==> src/rtl/bcd_pkg.sv <==
// Shared types and constants for the digit-serial BCD subtract datapath.
package bcd_pkg;

    typedef enum logic [1:0] {
        IDLE = 2'd0,
        SUB  = 2'd1,
        FIX  = 2'd2,
        DONE = 2'd3
    } state_t;

    localparam int BCD_BASE    = 10;
    localparam int BCD_DIGIT_W = 4;

    function automatic logic is_bcd_digit(input logic [BCD_DIGIT_W-1:0] nib);
        return nib < BCD_DIGIT_W'(BCD_BASE);
    endfunction

endpackage

==> src/rtl/bcd_digit_sub.sv <==
// One-digit BCD subtract slice: x - y - borrow_in with decimal correction.
module bcd_digit_sub
    import bcd_pkg::*;
(
    input  logic [BCD_DIGIT_W-1:0] x,
    input  logic [BCD_DIGIT_W-1:0] y,
    input  logic                   borrow_in,
    output logic [BCD_DIGIT_W-1:0] digit,
    output logic                   borrow_out
);

    logic signed [BCD_DIGIT_W:0] diff;
    logic signed [BCD_DIGIT_W:0] fixed;

    // 5-bit signed covers -16..15, enough for any pair of 4-bit nibbles.
    always_comb begin
        diff  = $signed({1'b0, x}) - $signed({1'b0, y})
              - $signed({{BCD_DIGIT_W{1'b0}}, borrow_in});
        fixed = diff + $signed((BCD_DIGIT_W+1)'(BCD_BASE));
        if (diff < 0) begin
            digit      = fixed[BCD_DIGIT_W-1:0];
            borrow_out = 1'b1;
        end else begin
            digit      = diff[BCD_DIGIT_W-1:0];
            borrow_out = 1'b0;
        end
    end

endmodule

==> src/rtl/bcd_serial_subtractor.sv <==
// Digit-serial |A-B| with sign, LSD first; ten's-complement fixup pass when A<B.
// Optional input nibble validation under BCD_SUB_INPUT_CHECK_EN.
module bcd_serial_subtractor
    import bcd_pkg::*;
#(
    parameter int DIGITS = 4
) (
    input  logic                          clk,
    input  logic                          rst_n,
    input  logic                          start,
    input  logic [BCD_DIGIT_W*DIGITS-1:0] a,
    input  logic [BCD_DIGIT_W*DIGITS-1:0] b,
    output logic                          busy,
    output logic                          done,
    output logic [BCD_DIGIT_W*DIGITS-1:0] result,
    output logic                          neg,
    output logic                          err
);

    localparam int W     = BCD_DIGIT_W * DIGITS;
    localparam int IDX_W = (DIGITS > 1) ? $clog2(DIGITS) : 1;

    state_t                 state, state_n;
    logic [W-1:0]           a_q, b_q, r_q;
    logic                   borrow_q;
    logic [IDX_W-1:0]       idx_q;
    logic                   busy_q, done_q, neg_q;

    logic [BCD_DIGIT_W-1:0] x, y, dig;
    logic                   dig_borrow;
    logic                   last;
    logic                   bad;
    logic [W-1:0]           r_shift;

    // FIX reuses the slice as 0 - r_i - borrow, negating the complement.
    assign x    = (state == FIX) ? '0 : a_q[BCD_DIGIT_W-1:0];
    assign y    = (state == FIX) ? r_q[BCD_DIGIT_W-1:0] : b_q[BCD_DIGIT_W-1:0];
    assign last = (idx_q == IDX_W'(DIGITS-1));

    bcd_digit_sub u_digit_sub (
        .x          (x),
        .y          (y),
        .borrow_in  (borrow_q),
        .digit      (dig),
        .borrow_out (dig_borrow)
    );

    // New digit enters at the top; after DIGITS shifts the word is in order.
    assign r_shift = (r_q >> BCD_DIGIT_W) | (W'(dig) << (W - BCD_DIGIT_W));

`ifdef BCD_SUB_INPUT_CHECK_EN
    logic err_q;

    always_comb begin
        bad = 1'b0;
        for (int i = 0; i < DIGITS; i++) begin
            if (!is_bcd_digit(a[i*BCD_DIGIT_W +: BCD_DIGIT_W]) ||
                !is_bcd_digit(b[i*BCD_DIGIT_W +: BCD_DIGIT_W]))
                bad = 1'b1;
        end
    end

    always_ff @(posedge clk or negedge rst_n) begin
        if (!rst_n)
            err_q <= 1'b0;
        else if (state == IDLE && start)
            err_q <= bad;
    end

    assign err = err_q;
`else
    assign bad = 1'b0;
    assign err = 1'b0;
`endif

    always_comb begin
        state_n = state;
        case (state)
            IDLE: if (start) state_n = bad ? DONE : SUB;
            SUB:  if (last)  state_n = dig_borrow ? FIX : DONE;
            FIX:  if (last)  state_n = DONE;
            DONE: state_n = IDLE;
            default: state_n = IDLE;
        endcase
    end

    always_ff @(posedge clk or negedge rst_n) begin
        if (!rst_n) begin
            state    <= IDLE;
            a_q      <= '0;
            b_q      <= '0;
            r_q      <= '0;
            borrow_q <= 1'b0;
            idx_q    <= '0;
            busy_q   <= 1'b0;
            done_q   <= 1'b0;
            neg_q    <= 1'b0;
        end else begin
            state  <= state_n;
            busy_q <= (state_n == SUB) || (state_n == FIX);
            done_q <= (state_n == DONE);
            case (state)
                IDLE: begin
                    if (start) begin
                        a_q      <= a;
                        b_q      <= b;
                        r_q      <= '0;
                        borrow_q <= 1'b0;
                        idx_q    <= '0;
                        neg_q    <= 1'b0;
                    end
                end
                SUB, FIX: begin
                    r_q <= r_shift;
                    a_q <= a_q >> BCD_DIGIT_W;
                    b_q <= b_q >> BCD_DIGIT_W;
                    if (last) begin
                        borrow_q <= 1'b0;
                        idx_q    <= '0;
                        if (state == FIX)
                            neg_q <= 1'b1;
                    end else begin
                        borrow_q <= dig_borrow;
                        idx_q    <= idx_q + 1'b1;
                    end
                end
                default: ;
            endcase
        end
    end

    assign busy   = busy_q;
    assign done   = done_q;
    assign result = r_q;
    assign neg    = neg_q;

endmodule

==> config.mk <==
export PLATFORM = sky130hd
export DESIGN_NAME = bcd_serial_subtractor
export DESIGN_NICKNAME = d
export VERILOG_FILES = /design/src/rtl/bcd_pkg.sv /design/src/rtl/bcd_digit_sub.sv /design/src/rtl/bcd_serial_subtractor.sv
export SDC_FILE = /design/constraint.sdc
export NUM_CORES = 1
export LEC_CHECK = 0
export ABC_AREA = 1
export CORE_AREA = 2 2 81 83
export CTS_CLUSTER_DIAMETER = 40
export DETAILED_ROUTE_END_ITERATION = 10
export DIE_AREA = 0 0 83 85
export HOLD_SLACK_MARGIN = 0.02
export PLACE_DENSITY_LB_ADDON = 0.2
export SYNTH_ARGS = -nofsm -noshare
export SYNTH_HDL_FRONTEND = slang
export SYNTH_SLANG_ARGS = --single-unit
==> constraint.sdc <==
create_clock -name clk -period 5.1 [get_ports clk]
set_clock_uncertainty 0.1 [all_clocks]
set_input_delay 1.02 -clock clk [delete_from_list [all_inputs] [get_ports clk]]
set_output_delay 1.02 -clock clk [all_outputs]
set_load 0.01 [all_outputs]
After elaboration in Yosys (flattened, before gate mapping)
Cells that the tools add are included.
{ "op_classes": {"n_bitwise": 1, "eq_ne": 10, "n_reduce_logical": 6, "magnitude_cmp": 1, "add_sub_neg": 4, "mux": 24} }
{ "ops": {"columns": ["op", "count"], "rows": [
  ["one-hot mux 16 bit (2 select lines)", 3],
  ["two-way mux 16 bit", 3],
  ["OR 12 x 16 -> 16 bit", 1],
  ["two-way mux 4 bit", 3],
  ["== test 2 bit (second input constant)", 5],
  ["two-way mux 2 bit", 5],
  ["one-hot mux 2 bit (4 select lines)", 1],
  ["two-way mux 1 bit", 6],
  ["inequality test 2 bit (second input constant)", 3],
  ["< comparator 5 x 1 -> 1 bit (second input constant)", 1],
  ["subtractor 4 x 4 -> 5 bit", 1],
  ["subtractor 5 x 2 -> 5 bit", 1],
  ["adder 4 bit (second input constant)", 1],
  ["== test 2 x 1 -> 1 bit (second input constant)", 2],
  ["one-hot mux 1 bit (2 select lines)", 2],
  ["one-hot mux 2 bit (2 select lines)", 1],
  ["AND reduction 4 bit", 1],
  ["adder 2 x 1 -> 2 bit (second input constant)", 1],
  ["logical NOT 2 bit", 1],
  ["AND reduction 2 bit", 1],
  ["nonzero test 2 bit", 1],
  ["OR reduction 2 bit", 1],
  ["logical OR 1 bit", 1]
]} }
{ "word_totals": {"output_inout_bits": 20, "register_bits": 56, "elab_cells": 55, "in_bits": 35} }

Logic depth before layout (Yosys ltp)
{ "logic_depth": {"word_depth": 11, "depth_mapped": 20, "ltp_nobuf": 19} }

Cells and area by module
Synthesis repeated with hierarchy kept, for this count alone.
{ "unflattened": {"cells_unflattened": 405, "area_unflattened_um2": 3022.9} }
{ "modules_own_cells": {"columns": ["module", "n_inst", "seq_area_each_um2", "cells_each", "area_each_um2"], "rows": [
  ["bcd_serial_subtractor", 1, 1401.3, 351, 2665.1],
  ["bcd_digit_sub", 1, 0.0, 54, 357.8]
]} }

Worst setup path before layout
OpenSTA, ideal clock, no wires.
{ "synth_path": {"kind": "register to register", "from": "register state[0]", "to": "register busy_q, in the netlist busy", "t_arrival_ns": 2.591, "synth_period_minus_slack_ns": 2.817, "n_path_buf": 1, "required_time_ns": 4.874, "setup_ns": 0.126, "path_slack_ns": 2.283, "path_stages_with_launch": 21, "path_cell_list": "dfrtp_1 -> inv_1 -> ha_1 -> inv_1 -> clkbuf_1 -> nand2_1 -> nand2_1 -> fa_1 -> inv_1 -> fa_1 -> inv_1 -> nand2_1 -> nand2_1 -> nand2_1 -> nand2_1 -> nand3_1 -> nand2_1 -> nand2_1 -> nand2_1 -> nand2_1 -> ha_1"} }
{ "synth_between": {"elab_chain_cells": 11, "elab_cells_between_ends": 18, "classes_between": "2 x add/sub; 1 x order compare; 5 x eq/ne; 8 x mux; 2 x reduce/logical"} }
{ "synth_rtl": {"columns": ["element", "line", "text"], "rows": [
  ["start: declaration", "bcd_serial_subtractor.sv:23", "state_t state, state_n;"],
  ["start signal: assignment", "bcd_serial_subtractor.sv:99", "state <= state_n;"],
  ["== test 2 bit", "bcd_serial_subtractor.sv:36, bcd_serial_subtractor.sv:37, bcd_serial_subtractor.sv:78", null],
  ["two-way mux 4 bit, on equally long branches", "bcd_serial_subtractor.sv:36, bcd_serial_subtractor.sv:37", null],
  ["subtractor 4 x 4 -> 5 bit", "bcd_digit_sub.sv:17", "diff = $signed({1'b0, x}) - $signed({1'b0, y})"],
  ["subtractor 5 x 2 -> 5 bit", "bcd_digit_sub.sv:18", "- $signed({{BCD_DIGIT_W{1'b0}}, borrow_in});"],
  ["< comparator 5 x 1 -> 1 bit", "bcd_digit_sub.sv:20", "if (diff < 0) begin"],
  ["two-way mux 1 bit", "bcd_digit_sub.sv:20", null],
  ["two-way mux 1 bit", "bcd_serial_subtractor.sv:80", "SUB: if (last) state_n = dig_borrow ? FIX : DONE;"],
  ["two-way mux 2 bit", "bcd_serial_subtractor.sv:80", null],
  ["one-hot mux 2 bit (4 select lines) *", "bcd_serial_subtractor.sv:78", "case (state)"],
  ["net state_n[0]", "bcd_serial_subtractor.sv:23", null],
  ["== test 2 x 1 -> 1 bit / == test 2 bit (equally long branches)", "bcd_serial_subtractor.sv:100", "busy_q <= (state_n == SUB) || (state_n == FIX);"],
  ["logical OR 1 bit *", "bcd_serial_subtractor.sv:100", null],
  ["end signal: assignment", "bcd_serial_subtractor.sv:100", null],
  ["end: declaration", "bcd_serial_subtractor.sv:27", "logic busy_q, done_q, neg_q;"]
]} }
The timed path passes the listed nets; every way through them passes the cells marked *.
A chain may end at the register's enable or synchronous reset.

Worst setup path in the final report
{ "layout_path": {"from": "register state[1]", "to": "register neg_q, in the netlist neg"} }
{ "layout_between": {"elab_chain_cells": 4, "elab_cells_between_ends": 10, "classes_between": "5 x eq/ne; 1 x mux; 4 x reduce/logical"} }
{ "layout_rtl": {"columns": ["element", "line", "text"], "rows": [
  ["== test 2 bit / == test 2 x 1 -> 1 bit (equally long branches)", "bcd_serial_subtractor.sv:102, bcd_serial_subtractor.sv:120", null],
  ["OR reduction 2 bit", "bcd_serial_subtractor.sv:102", "case (state)"],
  ["inequality test 2 bit (no source line) / nonzero test 2 bit (equally long branches)", null, null],
  ["AND reduction 4 bit (no source line)", null, null],
  ["end signal: assignment", "bcd_serial_subtractor.sv:97", "neg_q <= 1'b0;"],
  ["end signal: assignment", "bcd_serial_subtractor.sv:110", "neg_q <= 1'b0;"],
  ["end signal: assignment", "bcd_serial_subtractor.sv:121", "neg_q <= 1'b1;"],
  ["end: declaration", "bcd_serial_subtractor.sv:27", null]
]} }
Parallel ways exist; a longest one is shown, timed or not.

==> results.cfg <==
[worst_setup_path]
start_kind = register
crit_fanout = 60
required_ns = 5.17
worstPathCellList = inv_1 > ha_1 > inv_2 > o21ai_4 > buf_4 > o211ai_1 > nand2_1 > o21ai_1
setup.worst_path.class = reg2reg
crit_path_end_kind = register
r2r_cells = 8
cpPeakStageDelay_ns = 0.79
crit_arrival_ns = 3.19
slowest_stage = ha_1

[power_and_ir_drop]
p_comb_share_pct = 56.0
ir_worst_vdd_uv = 325.8
internal_power_mw = 1.286
leakage_nw = 1.580
p_seq_share_pct = 31.7
power.density_mw_per_mm2 = 693.4
switching_share_pct = 45.03
p_clk_share_pct = 12.4
p_sw_mw = 1.053

[place]
gp_congestion = 0.8267
numPortBuffers = 53
dp.cells = 439
postPlaceCellArea_mm2 = 0.003266
hpwlAfterDp_um = 3771
pre_cts_ws_ns = 1.929

[route]
antenna_left = 0
num_vias = 2146
drt-total-wl_um = 5364
drc = 0
vias_per_cell = 4.801
drtIter0Drc = 79
wl_per_cell_um = 12.00
drtPass1Iterations = 4

[floorplanning]
ios = 55
die_y_um = 85
fp.coreArea_mm2 = 0.006205
initial_utilization_pct = 43.58
die_area_mm2 = 0.007055
std_cell_rows = 29
die_w_um = 83

[sta]
tightest_slew_ns = 0.7758
setup_viol = 0
report.final.slew_viol_count = 0
final-hold-violation-count = 0
clock.fmax_mhz = 320.7
layout_min_cycle_time_ns = 3.118
fin_crit_sh_pct = 61.13
layout_setup_ws_ns = 1.982
tns_ns = 0
rsz0062_at_grt = no
relSlewSlack_pct = 48.28

[synthesis]
yosysWarnings = 0
ys_types = 24
syn_area_mm2 = 0.002704
synth_top_area_cell = dfrtp_1
synth_edf_count = 0
postSynthCellCount = 322
avgSynthCellArea_um2 = 8.397
yosysTopAreaCellShare_pct = 51.83
yosysSeqAreaShare_pct = 51.83
synth-seq-cells = 56
synthTopCellsByArea = dfrtp_1 (52%), nand2_1 (15%), a31oi_1 (5.6%)
synthArstFlopShare_pct = 100.0
syn-num-nets = 369
synthFlopType = dfrtp_1

[grt]
grt-ovfl-total = 0
grt_usage_pct = 16.24
grt_pass1_vias = 2096
antenna_found_initial = 0
grt_first_pass_wirelength_um = 9328
grt_start_max_net_pins = 61

[run_status]
status = finished, final reports clean

[cts]
cts_setup_buffers = 0
clock_path_buffers = 2
ctsHoldBuffers = 0
cts_tree = yes
cts-root-buf = clkbuf_8
cts.sinks = 56
cts_resized = 0
cts_made_buffers = 5
worstSkewPairLatency_ns = 0.31
h-tree-depth = 2
clk_pin_slew_ns = 0.10

[cells_and_area]
drive_above_1_share_pct = 4.054
final_area_mm2 = 0.003373
areaGrowthSynthToFinish_pct = 24.76
final_nets = 416
n_antenna_cell = 0
finalNonFillerCells = 447

[worst_hold_path]
hp-class = reg2reg
worstHoldPathCells = 2

[run]
max_cap_violations = 0
-- worst paths after layout --
path | start | to | slack, ns
min | a_q[15] | a_q[15] | 0.38
max in group asynchronous | rst_n | a_q[2] | 3.71
min reg2reg | a_q[15] | a_q[15] | 0.38
max | state[1] | neg | 1.98
min in group asynchronous | rst_n | result[11] | 0.73
max reg2reg | state[1] | neg | 1.98
-- sequential cells by signal (all words and copies together) (netlist names) --
register and flops:
a_q 16, neg 1, done 1, result 16, b_q 16, borrow_q 1, state 2, busy 1
idx_q 2
-- power groups by stage --
stage	Sequential, mW	Combinational (mW)	Clock [mW]
2_1_floorplan	0.749	0.995	0
3_3_place_gp	0.746	1.30	0
3_5_place_dp	0.751	1.33	0
4_1_cts	0.743	1.34	0.294
5_1_grt	0.766	1.53	0.314
6_report	0.741	1.31	0.290
-- area by class of cell --
type / instances / area, µm²
multi-input cells: 221 / 1115
clock buffers: 6 / 72.57
well taps: 77 / 96.34
repair buffers: 55 / 540.5
clock inverters: 2 / 35.03
fillers: 584 / 2831
flip-flops and latches: 56 / 1401
inverters: 30 / 112.6
-- cells in the mapped netlist, drive strengths merged, types with 2 or more instances --
cell type / count
dfrtp: 56
inv: 29
nand2: 111
o21ai: 12
o22ai: 8
clkbuf: 6
a31oi: 24
a21oi: 4
nand3: 17
nor2: 28
buf: 9
ha: 10
fa: 2
-- cell families (layout without fill, tap and decap cells) --
group,after synthesis,in the layout,synth area share [%]
simple gates,157,157,23.28
flops,56,56,51.83
compound gates,51,51,11.71
buf+inv,45,93,6.941
fa+ha+maj,12,12,6.108
other cells,1,1,0.1387
-- stage by stage --
step	hold WS [ns]	total power, mW	utilization, %
2_1_floorplan	0.3417	1.743	-
3_3_place_gp	0.3544	2.044	52.63
3_5_place_dp	0.3579	2.084	52.63
4_1_cts	0.3823	2.376	54.37
5_1_grt	0.4037	2.606	54.37
6_report	0.3780	2.339	54.37
-- cell usage in the layout, fill, tap and decap left out, types with 2 or more instances in the layout --
| cell | count |
|---|---|
| buf_4 | 2 |
| clkbuf_8 | 5 |
| o22ai_1 | 8 |
| a21oi_1 | 4 |
| ha_1 | 10 |
| nor2_1 | 27 |
| a31oi_1 | 24 |
| dfrtp_1 | 56 |
| nand3_1 | 17 |
| clkdlybuf4s50_1 | 52 |
| fa_1 | 2 |
| o21ai_0 | 5 |
| nand2_1 | 111 |
| inv_1 | 26 |
| o21ai_1 | 6 |
| inv_2 | 3 |
-- per-layer routing --
layer	global-route usage, %	vias to the layer above	part of all wire [%]
li1	-	1133	-
met1	21.66	968	49
met2	26.98	38	46
met3	3.307	7	3.8
met4	4.918	0	1.2
met5	0	-	0
-- critical path: cells and delay by family (launching register included) --
kind | cells | cell delay, ns
AO/OA/AOI/OAI | 3 | 0.53
adder cells (fa/ha/maj) | 1 | 0.79
buffers and inverters | 3 | 1.05
flip-flops | 1 | 0.38
AND/OR/NAND/NOR | 1 | 0.10
(Power assumes the default switching activity.)
